<file path="src/rtl/pipeline_hazard_ctrl_pkg.sv">
// Shared types for the pipeline stall/flush sequencer.
package pipeline_hazard_ctrl_pkg;

  typedef enum logic {
    RUN    = 1'b0,
    FREEZE = 1'b1
  } hazard_state_t;

  // Enables and bubble selects for the PC and the four pipeline latches.
  typedef struct packed {
    logic load_pc;
    logic load_ifid;
    logic load_idex;
    logic load_exmem;
    logic load_memwb;
    logic flush_ifid;
    logic flush_idex;
  } latch_ctrl_t;

endpackage

</file>
<file path="src/rtl/pipeline_hazard_ctrl_load_use.sv">
// Load-use comparator: EX load whose destination is read by the ID instruction.
module load_use_detect #(
  parameter int unsigned REG_IDX_W = 5
) (
  input  logic                 idex_mem_read,
  input  logic [REG_IDX_W-1:0] idex_rd,
  input  logic [REG_IDX_W-1:0] ifid_rs1,
  input  logic [REG_IDX_W-1:0] ifid_rs2,
  input  logic                 ifid_use_rs1,
  input  logic                 ifid_use_rs2,
  output logic                 hazard_c
);

  logic rs1_hit;
  logic rs2_hit;

  assign rs1_hit  = ifid_use_rs1 && (ifid_rs1 == idex_rd);
  assign rs2_hit  = ifid_use_rs2 && (ifid_rs2 == idex_rd);
  // x0 is hardwired zero, so a load into it never creates a dependency.
  assign hazard_c = idex_mem_read && (idex_rd != '0) && (rs1_hit || rs2_hit);

endmodule

</file>
<file path="src/rtl/pipeline_hazard_ctrl.sv">
// Stall/flush sequencer for the 5-stage RV32I pipeline.
// Optional performance counters enabled by defining HAZARD_PERF_CNT_EN.
module pipeline_hazard_ctrl
  import pipeline_hazard_ctrl_pkg::*;
#(
  parameter int unsigned REG_IDX_W   = 5,
  parameter int unsigned STALL_CNT_W = 32
) (
  input  logic                   clk,
  input  logic                   rst,
  input  logic                   if_req,
  input  logic                   imem_resp,
  input  logic                   mem_req,
  input  logic                   dmem_resp,
  input  logic                   idex_mem_read,
  input  logic [REG_IDX_W-1:0]   idex_rd,
  input  logic [REG_IDX_W-1:0]   ifid_rs1,
  input  logic [REG_IDX_W-1:0]   ifid_rs2,
  input  logic                   ifid_use_rs1,
  input  logic                   ifid_use_rs2,
  input  logic                   br_taken,
  output logic                   load_pc,
  output logic                   load_ifid,
  output logic                   load_idex,
  output logic                   load_exmem,
  output logic                   load_memwb,
  output logic                   flush_ifid,
  output logic                   flush_idex,
  output logic                   pc_redirect,
`ifdef HAZARD_PERF_CNT_EN
  output logic [STALL_CNT_W-1:0] freeze_cycles,
  output logic [STALL_CNT_W-1:0] loaduse_bubbles,
  output logic [STALL_CNT_W-1:0] redirect_flushes,
`endif
  output logic                   frozen
);

  hazard_state_t state;
  logic          i_done;
  logic          d_done;
  logic          redir_pend;

  logic          in_freeze;
  logic          i_ok;
  logic          d_ok;
  logic          advance;
  logic          lu_hazard;
  logic          redirect;
  logic          lu_bubble;
  logic          redir_apply;
  latch_ctrl_t   ctrl;

  load_use_detect #(
    .REG_IDX_W (REG_IDX_W)
  ) u_load_use (
    .idex_mem_read (idex_mem_read),
    .idex_rd       (idex_rd),
    .ifid_rs1      (ifid_rs1),
    .ifid_rs2      (ifid_rs2),
    .ifid_use_rs1  (ifid_use_rs1),
    .ifid_use_rs2  (ifid_use_rs2),
    .hazard_c      (lu_hazard)
  );

  // Remembered responses and redirects only exist while frozen.
  assign in_freeze = (state == FREEZE);
  assign i_ok      = !if_req  || imem_resp || (i_done && in_freeze);
  assign d_ok      = !mem_req || dmem_resp || (d_done && in_freeze);
  assign advance   = i_ok && d_ok;
  assign redirect  = br_taken || (redir_pend && in_freeze);

  // Latch control decode: reset, freeze, redirect, load-use, normal flow.
  always_comb begin
    ctrl        = '0;
    pc_redirect = 1'b0;
    frozen      = 1'b0;
    lu_bubble   = 1'b0;
    redir_apply = 1'b0;
    if (!rst) begin
      ctrl.flush_ifid = 1'b1;
      ctrl.flush_idex = 1'b1;
    end else if (!advance) begin
      frozen = 1'b1;
    end else begin
      ctrl.load_pc    = 1'b1;
      ctrl.load_ifid  = 1'b1;
      ctrl.load_idex  = 1'b1;
      ctrl.load_exmem = 1'b1;
      ctrl.load_memwb = 1'b1;
      if (redirect) begin
        // The ID instruction is on the wrong path, so its hazard is moot.
        pc_redirect     = 1'b1;
        ctrl.flush_ifid = 1'b1;
        ctrl.flush_idex = 1'b1;
        redir_apply     = 1'b1;
      end else if (lu_hazard) begin
        ctrl.load_pc    = 1'b0;
        ctrl.load_ifid  = 1'b0;
        ctrl.flush_idex = 1'b1;
        lu_bubble       = 1'b1;
      end
    end
  end

  assign load_pc    = ctrl.load_pc;
  assign load_ifid  = ctrl.load_ifid;
  assign load_idex  = ctrl.load_idex;
  assign load_exmem = ctrl.load_exmem;
  assign load_memwb = ctrl.load_memwb;
  assign flush_ifid = ctrl.flush_ifid;
  assign flush_idex = ctrl.flush_idex;

  // Freeze state and the responses/redirect collected while frozen.
  always_ff @(posedge clk) begin
    if (!rst) begin
      state      <= RUN;
      i_done     <= 1'b0;
      d_done     <= 1'b0;
      redir_pend <= 1'b0;
    end else if (advance) begin
      state      <= RUN;
      i_done     <= 1'b0;
      d_done     <= 1'b0;
      redir_pend <= 1'b0;
    end else begin
      state      <= FREEZE;
      i_done     <= (i_done && in_freeze) || imem_resp;
      d_done     <= (d_done && in_freeze) || dmem_resp;
      redir_pend <= (redir_pend && in_freeze) || br_taken;
    end
  end

`ifdef HAZARD_PERF_CNT_EN
  localparam logic [STALL_CNT_W-1:0] CNT_MAX = '1;

  // Saturating event counters.
  always_ff @(posedge clk) begin
    if (!rst) begin
      freeze_cycles    <= '0;
      loaduse_bubbles  <= '0;
      redirect_flushes <= '0;
    end else begin
      if (frozen && (freeze_cycles != CNT_MAX))
        freeze_cycles <= freeze_cycles + STALL_CNT_W'(1);
      if (lu_bubble && (loaduse_bubbles != CNT_MAX))
        loaduse_bubbles <= loaduse_bubbles + STALL_CNT_W'(1);
      if (redir_apply && (redirect_flushes != CNT_MAX))
        redirect_flushes <= redirect_flushes + STALL_CNT_W'(1);
    end
  end
`endif

endmodule

</file>
<file path="config.mk">
export PLATFORM = sky130hd
export DESIGN_NAME = pipeline_hazard_ctrl
export DESIGN_NICKNAME = d
export VERILOG_FILES = /design/src/rtl/pipeline_hazard_ctrl_pkg.sv /design/src/rtl/pipeline_hazard_ctrl_load_use.sv /design/src/rtl/pipeline_hazard_ctrl.sv
export SDC_FILE = /design/constraint.sdc
export NUM_CORES = 1
export LEC_CHECK = 0
export CORE_MARGIN = 2
export CORE_UTILIZATION = 25
export DETAILED_ROUTE_END_ITERATION = 8
export GPL_TIMING_DRIVEN = 1
export MAX_ROUTING_LAYER = met4
export PLACE_DENSITY_LB_ADDON = 0.05
export SKIP_CTS_REPAIR_TIMING = 1
export SYNTH_ARGS = -nofsm -noshare
export SYNTH_HDL_FRONTEND = slang
export SYNTH_SLANG_ARGS = --single-unit
</file>
<file path="constraint.sdc">
create_clock -name clk -period 1.5 [get_ports clk]
set_input_delay 0.3 -clock clk [delete_from_list [all_inputs] [get_ports clk]]
set_output_delay 0.3 -clock clk [all_outputs]
set_load 0.02 [all_outputs]
</file>
==> results_dict.tcl <==
set metrics [dict create \
    dp_cells 92 \
    cpPeakStageDelay_ns 0.39 \
    fin_crit_ns 1.89 \
    clock_path_buffers 2 \
    syn_area_um2 335 \
    period_share 1.26 \
    r2r_setup_slack_ns 0.35 \
    violations "negative setup slack" \
    coreArea_um2 1270 \
    detail_route.wl_per_cell_um 11.7 \
    io_buffers 33 \
    worstPathArrival_ns 1.59 \
    fmax_ghz 0.529 \
    routed-wl-met3_um 111 \
    vias 438 \
    num_rows 13 \
    nets 107 \
    cp_slowest_cell "o311a_1" \
    highest_layer "met3" \
    slew-limit-headroom 0.789 \
    grt_use_total 0.138 \
    n_antenna_cell 0 \
    yosys.area.top_type "dfxtp_1" \
    floorplan.initialDensity 0.264 \
    leakagePower_nw 0.488 \
    drive_gt1_frac 0.563 \
    end_kind "output port" \
    final_cell_mix "14 x dlymetal6s2s_1, 11 x buf_6, 7 x xor2_1, 7 x buf_4, 5 x clkdlybuf4s50_1" \
    drt-vias-per-instance 4.61 \
    fin_cells 95 \
    ir_worst_vdd_mv 0.256 \
    whs_ns 0.340 \
    hpwl_um 872 \
    syn_to_final_growth_pct 157 \
    ant_nets 0 \
    required_ns 1.20 \
    hold_viol 0 \
    power_per_cell_area_nw_per_um2 558 \
    rsz0062_at_grt "true" \
    cp-start-kind "primary input" \
    hold_class "primary input to flip-flop" \
    drv_slew 0 \
    cts_tree "built" \
    antenna_found_initial 0 \
    syn_inst 40 \
    die_y_um 40.6 \
    pre_cts_ws_ns -1.15 \
    first_iter_violations 1 \
    insertion_delay_ns 0.24 \
    met2_length_um 538 \
    synth.ff_latch_count 4 \
    worst_slack_ns -0.389 \
    drv_cap 0 \
    synth-seq-area-share 0.239 \
    grt_pass1_wl_um 1380 \
    die_w_um 40.6 \
    final_core_util 0.679 \
    critPathKind "primary input to output port" \
    cts_sinks 4 \
    crit_fanout 3 \
    dr.pass1.iters 2 \
    htree_levels 1 \
    tightest_slew_ns 0.316 \
    netlist.area_leader.share 0.239 \
    clockRootBuffer "clkbuf_4" \
    first_global_vias 363 \
    fin_skew_ns 0.00699 \
    status "finished with violations" \
    setup_viol 9 \
    wirelength_um 1110 \
    cts.clk_slew.worst_paths_ns 0.03 \
    path_cells "dlymetal6s2s_1 > xor2_1 > nor4_2 > a32oi_2 > o311a_1 > buf_6" \
    globalRouteOverflowTotal 0 \
    cts_buffers 3 \
    grt_max_degree 5 \
    dieArea_um2 1650 \
    synth.area.top_cells "dfxtp_1 24%, xor2_1 21%, buf_4 6.7%" \
    synth_warnings 0 \
    drcViolationCount 0 \
    avgSynthCellArea_um2 8.38 \
    ys_types 20 \
    synth_nets 65 \
    place_congestion 0.703 \
    met1Wirelength_um 463 \
    boundaryPins 34 \
    layout_commonest_cell "dlymetal6s2s_1" \
]
## layout make-up
class                   instances  area, µm²
inverters                       2       12.5
repair buffers                 40        417
well taps                      15       18.8
fillers                       101        408
multi-input cells              31        309
clock buffers                   3       22.5
flip-flops and latches          4       81.3
## kinds of logic (layout without fill, tap and decap cells)
logic type / Yosys count / in the layout / share of synthesized area
DFF: 4 / 4 / 0.239
and+or+nand+nor: 12 / 12 / 0.205
buffers and inverters: 5 / 45 / 0.0895
xor gates and xnor gates: 10 / 10 / 0.261
AOI/OAI and AO/OA: 9 / 9 / 0.205
## where the power goes
group          switching, mW  internal (mW)
logic                 0.0999          0.132
registers            0.00364          0.113
clock network         0.0429         0.0894
## routing by layer
layer | vias up | GRT usage
met2 | 27 | 0.206
met1 | 192 | 0.159
met4 | 0 | 0.0750
li1 | 219 | -
met3 | 0 | 0.0489
met5 | - | -
## sequential cells by signal, summed over array words and instances, names as in the netlist
register and flops:
d_done 1, redir_pend 1, i_done 1, in_freeze 1
## critical path, delay by kind of cell
family | cells | cell delay [ns]
AOI/OAI and AO/OA | 2 | 0.50
buffers and inverters | 2 | 0.29
xor gates and xnor gates | 1 | 0.18
and+or+nand+nor | 1 | 0.31
## per-stage QoR
step | cell area [µm²] | TNS [ns] | power (mW)
after CTS | 744 | -8.12 | 0.459
after global routing | 861 | -2.05 | 0.510
after detailed placement | 722 | -8.43 | 0.320
final | 861 | -1.48 | 0.480
after global placement | 722 | -8.35 | 0.321
after floorplan | 347 | -0.535 | 0.200
## worst paths after layout
check	start	end	depth (start not counted)
worst min register to register	i_done	i_done	2
worst max register to register	in_freeze	i_done	5
worst max-delay path	idex_rd[1]	load_ifid	6
worst min-delay path	imem_resp	i_done	3
## cell usage after synthesis
master and count:
o311a_1 1, nand2_1 3, nor4_1 1, o21ai_1 1, xor2_1 8, xnor2_1 2
a32oi_1 1, or2b_2 1, dfxtp_1 4, a21oi_1 3, or4_1 1, inv_2 1
a21o_2 1, nor4_2 1, buf_4 3, inv_1 1, a22oi_2 1, o311ai_1 1
nor2_1 4, and2_2 1
No activity file was read; power rests on OpenSTA's default activity.
